### config.mk
export PLATFORM = sky130hd
export DESIGN_NAME = cpu_net_iface
export DESIGN_NICKNAME = d
export VERILOG_FILES = /design/src/rtl/cpu_net_iface.sv
export SDC_FILE = /design/constraint.sdc
export NUM_CORES = 1
export LEC_CHECK = 0
export CORE_MARGIN = 2
export CORE_UTILIZATION = 40
export CTS_BUF_LIST = sky130_fd_sc_hd__clkbuf_4
export CTS_CLUSTER_SIZE = 24
export DETAILED_ROUTE_END_ITERATION = 12
export PLACE_DENSITY = 0.67
export SYNTH_ARGS = -nofsm -noshare
export SYNTH_HDL_FRONTEND = slang
export SYNTH_SLANG_ARGS = --single-unit
export TNS_END_PERCENT = 5
### constraint.sdc
create_clock -name clk -period 4 [get_ports clk]
set_clock_uncertainty 0.2 [all_clocks]
set_input_delay 0.8 -clock clk [delete_from_list [all_inputs] [get_ports clk]]
set_output_delay 0.8 -clock clk [all_outputs]
set_load 0.02 [all_outputs]
### src/rtl/cpu_net_iface.sv
// cpu_net_iface
// Network interface between a CPU and the local port of a 2-D mesh router.
//
// TX path: CPU words, with a destination (x,y), are packed into 64-bit flits
// {dst_x, dst_y, payload} and queued in a TX FIFO whose head drives flit_out.
// RX path: flits from the router are checked against this node's (MY_X,MY_Y).
// Matching flits have their payload queued in an RX FIFO for the CPU. Any
// other flit is dropped and counted in a saturating 8-bit counter.
//
// Ports
//   clk, rst                      clock; synchronous active-low reset
//   tx_valid/tx_ready             CPU word handshake
//   tx_data, tx_dst_x, tx_dst_y   CPU payload and destination
//   flit_out/_valid/_ready        flits towards the router
//   flit_in/_valid/_ready         flits from the router
//   rx_data/rx_valid/rx_ready     payloads delivered to the CPU
//   tx_level                      TX FIFO occupancy
//   drop_cnt                      misaddressed flits discarded (saturating)
module cpu_net_iface #(
  parameter logic [15:0] MY_X     = 16'h0001,
  parameter logic [15:0] MY_Y     = 16'h0001,
  parameter int          TX_DEPTH = 4,
  parameter int          RX_DEPTH = 2
) (
  input  logic        clk,
  input  logic        rst,
  input  logic        tx_valid,
  output logic        tx_ready,
  input  logic [31:0] tx_data,
  input  logic [15:0] tx_dst_x,
  input  logic [15:0] tx_dst_y,
  output logic [63:0] flit_out,
  output logic        flit_out_valid,
  input  logic        flit_out_ready,
  input  logic [63:0] flit_in,
  input  logic        flit_in_valid,
  output logic        flit_in_ready,
  output logic [31:0] rx_data,
  output logic        rx_valid,
  input  logic        rx_ready,
  output logic [2:0]  tx_level,
  output logic [7:0]  drop_cnt
);

  localparam int TX_AW = $clog2(TX_DEPTH);
  localparam int RX_AW = $clog2(RX_DEPTH);
  localparam logic [TX_AW:0] TX_FULL_LVL = TX_DEPTH[TX_AW:0];
  localparam logic [RX_AW:0] RX_FULL_LVL = RX_DEPTH[RX_AW:0];

  logic [63:0]      tx_mem [TX_DEPTH];
  logic [TX_AW-1:0] tx_wr_ptr;
  logic [TX_AW-1:0] tx_rd_ptr;
  logic [TX_AW:0]   tx_count;

  logic [31:0]      rx_mem [RX_DEPTH];
  logic [RX_AW-1:0] rx_wr_ptr;
  logic [RX_AW-1:0] rx_rd_ptr;
  logic [RX_AW:0]   rx_count;

  logic tx_push;
  logic tx_pop;
  logic rx_accept;
  logic rx_match;
  logic rx_push;
  logic rx_pop;
  logic rx_drop;

  // Occupancy counters, not pointer comparison, decide full/empty, so a
  // full FIFO never looks empty. Every handshake output is also gated by
  // rst, so nothing looks ready or valid while reset is held.
  assign tx_ready       = rst && (tx_count != TX_FULL_LVL);
  assign flit_out_valid = rst && (tx_count != '0);
  assign flit_out       = flit_out_valid ? tx_mem[tx_rd_ptr] : 64'h0;
  assign tx_level       = rst ? 3'(tx_count) : 3'd0;

  assign flit_in_ready  = rst && (rx_count != RX_FULL_LVL);
  assign rx_valid       = rst && (rx_count != '0);
  assign rx_data        = rx_valid ? rx_mem[rx_rd_ptr] : 32'h0;

  assign tx_push   = tx_valid && tx_ready;
  assign tx_pop    = flit_out_valid && flit_out_ready;
  assign rx_accept = flit_in_valid && flit_in_ready;
  assign rx_match  = (flit_in[63:48] == MY_X) && (flit_in[47:32] == MY_Y);
  assign rx_push   = rx_accept && rx_match;
  assign rx_drop   = rx_accept && !rx_match;
  assign rx_pop    = rx_valid && rx_ready;

  // TX FIFO: packs the CPU word at the tail. The head register is what the
  // router sees, so a new flit shows up one cycle after it is accepted.
  always_ff @(posedge clk) begin
    if (!rst) begin
      tx_wr_ptr <= '0;
      tx_rd_ptr <= '0;
      tx_count  <= '0;
    end else begin
      if (tx_push) begin
        tx_mem[tx_wr_ptr] <= {tx_dst_x, tx_dst_y, tx_data};
        tx_wr_ptr         <= tx_wr_ptr + 1'b1;
      end
      if (tx_pop) begin
        tx_rd_ptr <= tx_rd_ptr + 1'b1;
      end
      case ({tx_push, tx_pop})
        2'b10:   tx_count <= tx_count + 1'b1;
        2'b01:   tx_count <= tx_count - 1'b1;
        default: tx_count <= tx_count;
      endcase
    end
  end

  // RX FIFO: only payloads addressed to this node are kept.
  always_ff @(posedge clk) begin
    if (!rst) begin
      rx_wr_ptr <= '0;
      rx_rd_ptr <= '0;
      rx_count  <= '0;
    end else begin
      if (rx_push) begin
        rx_mem[rx_wr_ptr] <= flit_in[31:0];
        rx_wr_ptr         <= rx_wr_ptr + 1'b1;
      end
      if (rx_pop) begin
        rx_rd_ptr <= rx_rd_ptr + 1'b1;
      end
      case ({rx_push, rx_pop})
        2'b10:   rx_count <= rx_count + 1'b1;
        2'b01:   rx_count <= rx_count - 1'b1;
        default: rx_count <= rx_count;
      endcase
    end
  end

  // Misaddressed-flit counter sticks at 8'hFF instead of wrapping.
  always_ff @(posedge clk) begin
    if (!rst) begin
      drop_cnt <= 8'h00;
    end else if (rx_drop && (drop_cnt != 8'hFF)) begin
      drop_cnt <= drop_cnt + 8'h01;
    end
  end

endmodule

==> run_results.csv <==
group,metric,value,unit
floorplanning,initial_core_util,40.7,%
worst_setup_path,critPathMaxStageDelay,640,ps
clocking,cts-htree-levels,3,
logic_synthesis,syn_area_per_cell,19.5,µm²
clocking,cts_sinks,342,
hold_path,worstHoldPathType,"reg -> reg",
route,wl_per_cell,18.4,µm
worst_setup_path,crit_type,"reg -> out",
worst_setup_path,cp.buffers_inverters,2,
timing,fmax,268,MHz
placed_design,io_buffers,244,
global_routing,grt_use_total,16.5,%
floorplanning,dieArea,34600,µm²
floorplanning,die_height,186,µm
clocking,clkLatencyLatePin,700,ps
timing,fin_crit,3740,ps
global_routing,antenna_found_initial,3,
logic_synthesis,syn_nets,820,
worst_setup_path,crit_chain,"buf_4 -> mux4_2 -> and2_1 -> clkdlybuf4s50_1",
worst_setup_path,crit_slowest_cell,"dfxtp_4",
worst_setup_path,worstSetupStartpointType,"flip-flop",
route,drt-initial-drc-count,501,
logic_synthesis,async_reset_ff_share,0,%
clocking,clk_path_buf_depth,3,
logic_synthesis,synth_seq_cells,342,
clocking,post_cts_buffers,2,
floorplanning,core,32500,µm²
timing,final-hold-violation-count,0,
placed_design,post-dp-hpwl,18400,µm
global_routing,grt_overflow,0,
global_routing,grt_pass1_wl,42600,µm
final_layout,post-route-cell-area,17700,µm²
timing,finalSetupViolCount,0,
placed_design,gp_congestion,0.759,
worst_setup_path,cp.required,3000,ps
route,num_vias,7406,
route,drtAntennaViolNets,0,
placed_design,placed_area,16500,µm²
final_layout,final_common_cell,"edfxtp_1",
timing,slew_violations,0,
logic_synthesis,synthXorXnorAreaFrac,0.529,%
logic_synthesis,yosys.area_share.simple,6.78,%
final_layout,drive_gt1_share,24.0,%
timing,setup_tns,0,ps
logic_synthesis,synth_cell_types,45,
timing,tightest_slew,495,ps
logic_synthesis,synthMuxAreaShare,13.8,%
worst_setup_path,critPathCaptureType,"output pin",
floorplanning,die_w,186,µm
worst_setup_path,worstPathArrival,2740,ps
logic_synthesis,synth_compound_gate_area_share,0.850,%
logic_synthesis,synth-edff-count,320,
clocking,cts-root-buf,"clkbuf_4",
clocking,cts_tree,"yes",
route,routed_via_density,4.86,
status,status,"finished clean",
clocking,cts_hold_buf,0,
final_layout,nets,1155,
power,power.leakage,5.75,nW
power,power_density,439,nW/µm²
route,first_pass_iters,4,
logic_synthesis,ys_warn_count,0,
logic_synthesis,synth_seq_area_share,75.9,%
route,wl,28000,µm
timing,finalCritPeriodShare,93.4,%
floorplanning,ios,245,
logic_synthesis,synthAdderAreaFrac,0.813,%
timing,slew_headroom,67.0,%
final_layout,syn_to_final_growth,33.5,%
worst_setup_path,timing.rr.start,"tx_count[2]",
floorplanning,rows,66,
job,maxCapViolCount,0,
power,ir_drop,0.230,mV
logic_synthesis,syn_area,13200,µm²
logic_synthesis,synth_top_family_by_area,"multiplexers",
route,route.detailed.drc,0,
clocking,cts_buffers,90,
hold_path,hp-start,"drop_cnt[1]",
worst_setup_path,critPathMaxFanout,25,
final_layout,layout_common_cells,"edfxtp_1, clkdlybuf4s50_1, clkbuf_4, and2_1, mux4_2",
clocking,cts_resized,0,
clocking,path_clk_slew,60,ps
timing,rsz0062_at_grt,"false",
global_routing,grt_start_max_net_pins,46,
worst_setup_path,critPathTopFamily,"buffers and inverters",
logic_synthesis,synthCells,678,
global_routing,grt_pass1_vias,7900,
logic_synthesis,synth_ff_type,"edfxtp_1",
state kept, by name (all words and copies together), names as in the netlist, named ones only:
| name | count |
|---|---|
| tx_mem | 256 |
| rx_mem | 64 |
| drop_cnt | 8 |
| tx_count | 3 |
| rx_count | 2 |
| tx_rd_ptr | 2 |
| tx_wr_ptr | 2 |
| rx_rd_ptr | 1 |
| rx_wr_ptr | 1 |
synth_stat cells, types with 5 or more instances:
cell type,n,area share [%]
and2_1,69,3.3
and3_1,6,0.28
buf_1,5,0.14
buf_2,9,0.34
clkbuf_1,13,0.37
dfxtp_1,22,3.3
edfxtp_1,320,73
ha_1,7,0.66
inv_1,10,0.28
mux2i_1,38,2.9
mux4_2,64,11
nand2_1,15,0.43
nor2_1,48,1.4
nor4_1,6,0.28
logic make-up after synthesis:
group	Yosys count
buffers and inverters	41
xor gates and xnor gates	8
AOI/OAI and AO/OA	15
muxes	102
DFF	342
and+or+nand+nor	162
adders and majority gates	8
metrics by stage:
step           worst slack, ps  hold WS (ps)  utilization [%]  cells  power, W
2_1_floorplan              323           251                -    678   0.00441
3_3_place_gp               390           270             50.6   1361   0.00479
3_5_place_dp               340           282             50.6   1361   0.00480
4_1_cts                    138           297             54.3   1521   0.00791
5_1_grt                   87.2           310             54.3   1523   0.00814
6_report                   262           298             54.3   1523   0.00777
worst register-to-register path: stages, from the launching register on:
cell,delay [ps]
dfxtp_1,390
o31a_2,210
buf_12,170
and2_1,230
ha_1,220
inv_1,70
fa_1,370
xor2_1,150
or3_1,310
a21oi_1,140
worst paths after layout:
check / endpoint / slack (ps) / depth (start not counted)
setup / recovery: flit_out[47] / 260 / 4
hold / removal: drop_cnt[1] / 300 / 2
setup reg to reg: tx_count[2] / 1480 / 9
hold reg to reg: drop_cnt[1] / 300 / 2
power breakdown:
part	total, W	internal (W)	switching [W]
sequential	0.00401	0.00398	0.0000244
clock	0.00306	0.00167	0.00138
combinational	0.000707	0.000388	0.000319
layer usage:
| layer | wire length, µm | track usage [%] | up-vias |
|---|---|---|---|
| met3 | 2430 | 5.73 | 65 |
| met2 | 13100 | 26.1 | 293 |
| li1 | - | - | 3400 |
| met5 | 28 | 0 | - |
| met4 | 691 | 6.65 | 4 |
| met1 | 11700 | 20.7 | 3644 |
layout make-up:
type	count	area, µm²
Timing Repair Buffer	274	2810
Inverter	10	37.5
Tap cell	442	553
Sequential cell	342	10100
Antenna cell	2	5.00
Clock buffer	134	1010
Clock inverter	24	178
Multi-Input combinational cell	295	3040
Fill cell	2660	14900
No activity file was read; power rests on OpenSTA's default activity.
